===== src/rtl/tug_rope_core.sv =====
// tug_rope_core
// Game core for the tug-of-war board. It runs a pseudo-random "get ready"
// delay (CLEAR), then an armed window (ARMED) in which the first button edge
// decides the round. Presses during CLEAR are false starts and reward the
// opponent. Reaching either end of the rope latches the match winner (DONE).
//
// Ports:
//   clk          game clock (divided clock)
//   rst          synchronous active-high reset
//   pbl, pbr     debounced left/right button levels, synchronous to clk
//   leds_out     rope display, one-hot at pos outside CLEAR, else all zero
//   pos          rope position, 0 = left end, LEDS-1 = right end
//   round_active high while ARMED
//   round_pulse  one-cycle strobe on each round resolution
//   last_result  00 none, 01 left, 10 right, 11 tie (held)
//   false_start  high with round_pulse when the resolution came from CLEAR
//   winner       00 none, 01 left, 10 right (latched until rst)
module tug_rope_core #(
  parameter int LEDS      = 7,
  parameter int DELAY_W   = 8,
  parameter int MIN_DELAY = 16
) (
  input  logic                     clk,
  input  logic                     rst,
  input  logic                     pbl,
  input  logic                     pbr,
  output logic [LEDS-1:0]          leds_out,
  output logic [$clog2(LEDS)-1:0]  pos,
  output logic                     round_active,
  output logic                     round_pulse,
  output logic [1:0]               last_result,
  output logic                     false_start,
  output logic [1:0]               winner
);

  localparam int POS_W = $clog2(LEDS);
  localparam int CNT_W = DELAY_W + 1;
  localparam logic [POS_W-1:0] CENTRE    = POS_W'((LEDS - 1) / 2);
  localparam logic [POS_W-1:0] RIGHT_END = POS_W'(LEDS - 1);
  localparam logic [CNT_W-1:0] MIN_CNT   = CNT_W'(MIN_DELAY);

  typedef enum logic [1:0] {
    S_CLEAR = 2'd0,
    S_ARMED = 2'd1,
    S_DONE  = 2'd2
  } state_t;

  state_t             r_state;
  state_t             w_nextState;
  logic               r_pblQ;
  logic               r_pbrQ;
  logic [DELAY_W-1:0] r_lfsr;
  logic [CNT_W-1:0]   r_cnt;
  logic [POS_W-1:0]   r_pos;
  logic               r_roundPulse;
  logic [1:0]         r_lastResult;
  logic               r_falseStart;
  logic [1:0]         r_winner;

  logic               w_eL;
  logic               w_eR;
  logic               w_tie;
  logic               w_resolve;
  logic [POS_W-1:0]   w_newPos;
  logic [1:0]         w_result;
  logic               w_reachLeft;
  logic               w_reachRight;
  logic               w_fb;

  // Button _q registers reset to 1, so a button held through reset gives no edge.
  assign w_eL      = pbl & ~r_pblQ;
  assign w_eR      = pbr & ~r_pbrQ;
  assign w_tie     = w_eL & w_eR;
  assign w_resolve = (w_eL | w_eR) & (r_state != S_DONE);

  // Fibonacci feedback taps for the two supported LFSR widths.
  if (DELAY_W == 16) begin : g_tap16
    assign w_fb = r_lfsr[15] ^ r_lfsr[13] ^ r_lfsr[12] ^ r_lfsr[10];
  end else begin : g_tap8
    assign w_fb = r_lfsr[7] ^ r_lfsr[5] ^ r_lfsr[4] ^ r_lfsr[3];
  end

  // Round outcome. In CLEAR a press rewards the opponent. pos is always
  // strictly inside the rope outside DONE, so +/-1 cannot leave the range.
  always_comb begin
    w_newPos = r_pos;
    w_result = 2'b00;
    if (w_tie) begin
      w_result = 2'b11;
    end else if (w_eL) begin
      if (r_state == S_ARMED) begin
        w_newPos = r_pos - POS_W'(1);
        w_result = 2'b01;
      end else begin
        w_newPos = r_pos + POS_W'(1);
        w_result = 2'b10;
      end
    end else if (w_eR) begin
      if (r_state == S_ARMED) begin
        w_newPos = r_pos + POS_W'(1);
        w_result = 2'b10;
      end else begin
        w_newPos = r_pos - POS_W'(1);
        w_result = 2'b01;
      end
    end
  end

  assign w_reachLeft  = (w_newPos == '0);
  assign w_reachRight = (w_newPos == RIGHT_END);

  // State register.
  always_ff @(posedge clk) begin
    if (rst) begin
      r_state <= S_CLEAR;
    end else begin
      r_state <= w_nextState;
    end
  end

  // Next state. A press in the cycle the counter hits zero still counts as CLEAR.
  always_comb begin
    w_nextState = r_state;
    case (r_state)
      S_CLEAR: begin
        if (w_resolve) begin
          w_nextState = (w_reachLeft || w_reachRight) ? S_DONE : S_CLEAR;
        end else if (r_cnt == '0) begin
          w_nextState = S_ARMED;
        end
      end
      S_ARMED: begin
        if (w_resolve) begin
          w_nextState = (w_reachLeft || w_reachRight) ? S_DONE : S_CLEAR;
        end
      end
      S_DONE:  w_nextState = S_DONE;
      default: w_nextState = S_CLEAR;
    endcase
  end

  // Outputs decoded from the registered state.
  always_comb begin
    round_active = (r_state == S_ARMED);
    leds_out     = '0;
    if (r_state != S_CLEAR) begin
      leds_out = LEDS'(1) << r_pos;
    end
  end

  // Datapath: edge history, LFSR, delay counter and the round/match results.
  // The counter reload uses the LFSR value seen in the resolving cycle.
  always_ff @(posedge clk) begin
    if (rst) begin
      r_pblQ       <= 1'b1;
      r_pbrQ       <= 1'b1;
      r_lfsr       <= DELAY_W'(1);
      r_cnt        <= MIN_CNT + CNT_W'(1);
      r_pos        <= CENTRE;
      r_roundPulse <= 1'b0;
      r_lastResult <= 2'b00;
      r_falseStart <= 1'b0;
      r_winner     <= 2'b00;
    end else begin
      r_pblQ       <= pbl;
      r_pbrQ       <= pbr;
      r_lfsr       <= {r_lfsr[DELAY_W-2:0], w_fb};
      r_roundPulse <= w_resolve;
      r_falseStart <= w_resolve && (r_state == S_CLEAR);
      if (w_resolve) begin
        r_pos        <= w_newPos;
        r_lastResult <= w_result;
        r_cnt        <= MIN_CNT + {1'b0, r_lfsr};
        if (w_reachLeft) begin
          r_winner <= 2'b01;
        end else if (w_reachRight) begin
          r_winner <= 2'b10;
        end
      end else if ((r_state == S_CLEAR) && (r_cnt != '0)) begin
        r_cnt <= r_cnt - CNT_W'(1);
      end
    end
  end

  assign pos         = r_pos;
  assign round_pulse = r_roundPulse;
  assign last_result = r_lastResult;
  assign false_start = r_falseStart;
  assign winner      = r_winner;

endmodule


===== config.mk =====
export PLATFORM = sky130hd
export DESIGN_NAME = tug_rope_core
export DESIGN_NICKNAME = d
export VERILOG_FILES = /design/src/rtl/tug_rope_core.sv
export SDC_FILE = /design/constraint.sdc
export NUM_CORES = 1
export LEC_CHECK = 0
export ABC_CLOCK_PERIOD_IN_PS = 6200
export BUFFER_PORTS_ARGS = -buffer_cell sky130_fd_sc_hd__clkbuf_2
export CORE_MARGIN = 1
export CORE_UTILIZATION = 60
export DETAILED_ROUTE_END_ITERATION = 7
export HOLD_SLACK_MARGIN = 0.02
export PLACE_DENSITY = 0.85
export SYNTH_ARGS = -nofsm -noshare
export SYNTH_HDL_FRONTEND = slang
export SYNTH_SLANG_ARGS = --single-unit
export TNS_END_PERCENT = 1

===== constraint.sdc =====
create_clock -name clk -period 6.2 [get_ports clk]
set_input_delay 0.93 -clock clk [delete_from_list [all_inputs] [get_ports clk]]
set_output_delay 0.93 -clock clk [all_outputs]
set_load 0.02 [all_outputs]

== Word level (Yosys, flattened, before mapping) ==
Index checks and enable logic that the tools add are counted.

* Word-level logic and storage cells: 63
* Bits of input ports: 4
* Flip-flop bits (word level): 30
* Output and inout port bits: 17

* Equal/unequal tests: 6
* Bitwise operators: 10
* Reduce and logical (&&, ||, !) cells: 12
* Muxes and demuxes: 20
* Add/sub/neg operators: 4
* Shift operators: 1

{| class="wikitable"
|+ Operators with widths
! cell !! number
|-
| $mux 2 || 11
|-
| $mux 9 || 2
|-
| $mux 3 || 5
|-
| $add 5x8->9 const A || 1
|-
| $logic_not 9->1 || 1
|-
| $reduce_bool 9->1 || 1
|-
| $sub 9x1->9 const B || 1
|-
| $mux 7 || 1
|-
| $shl 1x3->7 const A || 1
|-
| $pmux 2 s3 || 1
|-
| $reduce_bool 2->1 || 3
|-
| $and 1x1->1 || 4
|-
| $reduce_and 2->1 || 2
|-
| $add 3x1->3 const B || 1
|-
| $eq 3x3->1 const B || 1
|-
| $logic_not 3->1 || 1
|-
| $ne 3x3->1 const B || 1
|-
| $sub 3x1->3 const B || 1
|-
| $xor 1x1->1 || 3
|-
| $eq 2x1->1 const B || 1
|-
| $eq 2x2->1 const B || 1
|-
| $logic_and 1x1->1 || 2
|-
| $logic_not 2->1 || 1
|-
| $ne 2x1->1 const B || 1
|-
| 4 further kinds || 5
|}

== Logic depth before layout (Yosys ltp) ==
* Depth in word-level cells: 10
* Gate-level depth with buffers: 8

== Worst setup path before layout ==
No wires, ideal clock.

* Path type: input to register
* From: in pbr
* To: reg r_winner[0] (netlist: winner[0])
* Data arrival time: 2.264 ns
* Stages on the path: 7
* Path buffers: 1
* Setup time: 0.135 ns
* Path slack: 3.801 ns
* Path through: nor2b_1 -> buf_2 -> xnor2_2 -> o21ai_0 -> a221o_1 -> o311ai_0 -> o21ai_0

* Word-level cells in the longest chain between the ends: 7
* Elaborated cells between the ends (all ways): 12
* Those cells by class: eq/ne (1); mux (4); bitwise (4); reduce/logical (3)

{| class="wikitable"
|+ Ends and longest elaborated chain
! item !! line !! text
|-
| start, declared || 26 || <nowiki>input logic pbr,</nowiki>
|-
| $and 1x1->1 (*) || 72 || <nowiki>assign w_eR = pbr & ~r_pbrQ;</nowiki>
|-
| $mux 3 || 98 || <nowiki>end else if (w_eR) begin</nowiki>
|-
| $mux 3 || 90 || <nowiki>end else if (w_eL) begin</nowiki>
|-
| $mux 3 || 88 || <nowiki>if (w_tie) begin</nowiki>
|-
| $eq 3x3->1 or $logic_not 3->1 (tied branches) || 110, 109 ||
|-
| $reduce_bool 2->1 (no source line) || - ||
|-
| $reduce_and 2->1 (no source line) || - ||
|-
| end signal, assigned || 163 || <nowiki>r_winner <= 2'b00;</nowiki>
|-
| end signal, assigned || 175 || <nowiki>r_winner <= 2'b01;</nowiki>
|-
| end signal, assigned || 177 || <nowiki>r_winner <= 2'b10;</nowiki>
|-
| end, declared || 58 || <nowiki>logic [1:0] r_winner;</nowiki>
|}

Every way passes the cells marked *; elsewhere a longest branch is shown, timed or not.
A chain may end at the register's enable or synchronous reset.

== Worst setup path in the final report ==
Same ends and word-level chain as after synthesis.

==> impl_metrics.py <==
metrics = {
    "sta": {
        "slew_violations": 0,
        "skew_ns": 0.00859,
        "fmax_ghz": 0.387,
        "period_minus_slack_ns": 2.58,
        "slew_headroom_pct": 48.0,
        "setup_viol": 0,
        "setup_tns_ns": 0,
        "rsz0062_at_grt": "no",
        "tightest_slew_ns": 0.781,
        "hold_viol_final": 0,
        "fin_ws_ns": 3.62,
        "period_share_pct": 41.7,
    },
    "worst_setup_path": {
        "crit_top_cell": "o21ai_0",
        "path_cells": "clkbuf_2, nor2b_1, xnor2_2, o21ai_0, a221o_1, o311ai_0, o21ai_0",
        "worstPathRequired_ns": 6.40,
        "path_class": "input pin to flip-flop",
        "worstPathMaxFanout": 9,
        "worst-path-buf-inv": 1,
        "cp-start-kind": "input pin",
        "crit_family": "compound AO/OA/AOI/OAI gates",
        "slowest_delay_ns": 0.53,
        "arrival_ns": 2.78,
        "endpoint_kind": "flip-flop",
        "cp_slowest_cell": "nor2b_1",
    },
    "detailed_routing": {
        "wl_per_cell_um": 13.3,
        "drt_first_iter_violations": 43,
        "viasPerCell": 5.76,
        "drc_errors": 0,
        "first_pass_iters": 4,
        "antenna_left": 0,
        "wl_mm": 3.08,
        "via_count": 1330,
    },
    "placed_design": {
        "gp_congestion": 0.865,
        "dp_hpwl_mm": 2.19,
        "io_buffers": 20,
        "dpl_worst_slack_ns": 3.30,
    },
    "power": {
        "vdd_drop_max_v": 0.000183,
        "p_leak_nw": 0.801,
        "power_density_mw_per_mm2": 271,
    },
    "clock_tree": {
        "cts_buffers": 5,
        "clk_path_buf_depth": 2,
        "root_buffer": "clkbuf_4",
        "post-cts-setup-buffers": 0,
        "clkSinkCount": 30,
        "holdBufCountCts": 0,
        "htree_levels": 2,
        "clock_latency_ns": 0.32,
        "path_clk_slew_ns": 0.10,
        "ctsResizeCount": 0,
        "cts_tree": "done",
    },
    "logic_synthesis": {
        "synth_fp_nets": 194,
        "ys_seq_area_share_pct": 37.6,
        "synthFlopType": "dfxtp_1",
        "synth-edff-count": 0,
        "yosys.area.top_type": "dfxtp_1",
        "synthesis.area_mm2": 0.00160,
        "synth.distinct_cells": 42,
        "yosys.area.top_type_share_pct": 37.6,
        "netlist_top_cells_count": "dfxtp_1, a21oi_1, o21ai_0",
        "synth-async-reset-ratio_pct": 0,
        "netlist_instances": 182,
        "synth_most_common_cell": "dfxtp_1",
        "yosysWarnings": 0,
        "synth_area_leaders": "dfxtp_1, ha_1, a21oi_1",
        "synth_seq_cells": 30,
        "syn_area_per_cell_um2": 8.79,
    },
    "grt": {
        "grt_max_degree": 25,
        "grt_pass1_vias": 1142,
        "grt_overflow": 0,
        "grt_pass1_wl_mm": 5.06,
        "track_usage_pct": 24.8,
        "antenna_found_initial": 0,
    },
    "hold_path": {
        "hold_path.class": "flip-flop to flip-flop",
    },
    "floorplan": {
        "coreArea_mm2": 0.00250,
        "rows": 18,
        "die_w_um": 53.6,
        "io_pins": 21,
        "die-area_mm2": 0.00288,
        "initial_utilization_pct": 64.0,
        "die_h_um": 53.6,
    },
    "cells_and_area": {
        "syn_to_final_growth_pct": 11.8,
        "drive_above_1_share_pct": 21.4,
        "utilization_pct": 71.5,
        "diodes": 0,
        "layout.nets": 213,
    },
    "status": {
        "status": "complete, no violations",
    },
    "flow_run": {
        "drv_cap": 0,
    },
}
## tightest hold or removal path, delay by kind of cell, from the launching register on
family           cells  cell delay, ns
flip-flops           1            0.32
AND/OR/NAND/NOR      1            0.05
AO/OA/AOI/OAI        1            0.05
## stage by stage
| step | total power [mW] | cell area (um^2) | std cells | hold WS (ns) |
|---|---|---|---|---|
| global route | 0.510 | 1790 | 231 | 0.491 |
| detailed placement | 0.329 | 1710 | 224 | 0.452 |
| finish | 0.484 | 1790 | 231 | 0.456 |
| global placement | 0.326 | 1710 | 224 | 0.440 |
| CTS | 0.487 | 1790 | 231 | 0.464 |
| floorplan | 0.308 | 1600 | 182 | 0.427 |
## registers in the layout, summed over array words and instances (netlist names)
signal	cells
winner	2
pos	3
false_start	1
round_pulse	1
r_cnt	9
r_pbrQ	1
r_lfsr	8
r_pblQ	1
r_state	2
last_result	2
## worst paths after layout
check	slack, ns	to	depth (start not counted)	start
hold reg to reg	0.46	last_result[0]	2	last_result[0]
setup / recovery	3.62	winner[0]	7	pbr
hold / removal	0.46	last_result[0]	2	last_result[0]
setup reg to reg	3.92	winner[1]	7	pos[0]
## final cells by class
type,instances,area [um^2]
Tap cell,30,37.5
Fill cell,195,712
Sequential cell,30,601
Multi-Input combinational cell,134,927
Clock inverter,1,30.0
Clock buffer,6,51.3
Timing Repair Buffer,21,108
Inverter,9,33.8
## cell usage in the layout, fill, tap and decap left out, types with 4 or more instances in the layout
cell,synthesis,layout
a21oi_1,16,16
and3_1,7,7
clkbuf_2,1,20
clkbuf_4,0,5
dfxtp_1,30,30
ha_1,8,8
inv_1,9,9
nand2_1,11,11
nand3_1,5,5
nor2_1,9,9
nor2b_1,9,9
nor3_1,4,4
o21ai_0,13,13
or2_2,5,5
xnor2_1,9,9
xor2_1,5,5
## kinds of logic after synthesis
| logic type | synth area share (%) |
|---|---|
| and+or+nand+nor | 22.8 |
| AOI/OAI and AO/OA | 17.2 |
| DFF | 37.6 |
| buffers and inverters | 4.46 |
| xor gates and xnor gates | 9.70 |
| adders and majority gates | 6.26 |
| muxes | 1.96 |
## power breakdown
| group | internal (mW) | switching (mW) |
|---|---|---|
| Sequential | 0.208 | 0.0158 |
| Clock | 0.0939 | 0.0642 |
| Combinational | 0.0453 | 0.0566 |
## per-layer routing
metal  share of wire [%]  wire (um)  GRT usage [%]  vias to the layer above
li1                    -          -              -                      677
met1                  50       1530           33.2                      623
met2                  46       1420           38.8                       28
met3                 3.5        107           6.78                        2
met4                0.55         17           7.89                        0
met5                   0          0              0                        -
Note: power is estimated with default switching activity, not from simulation.
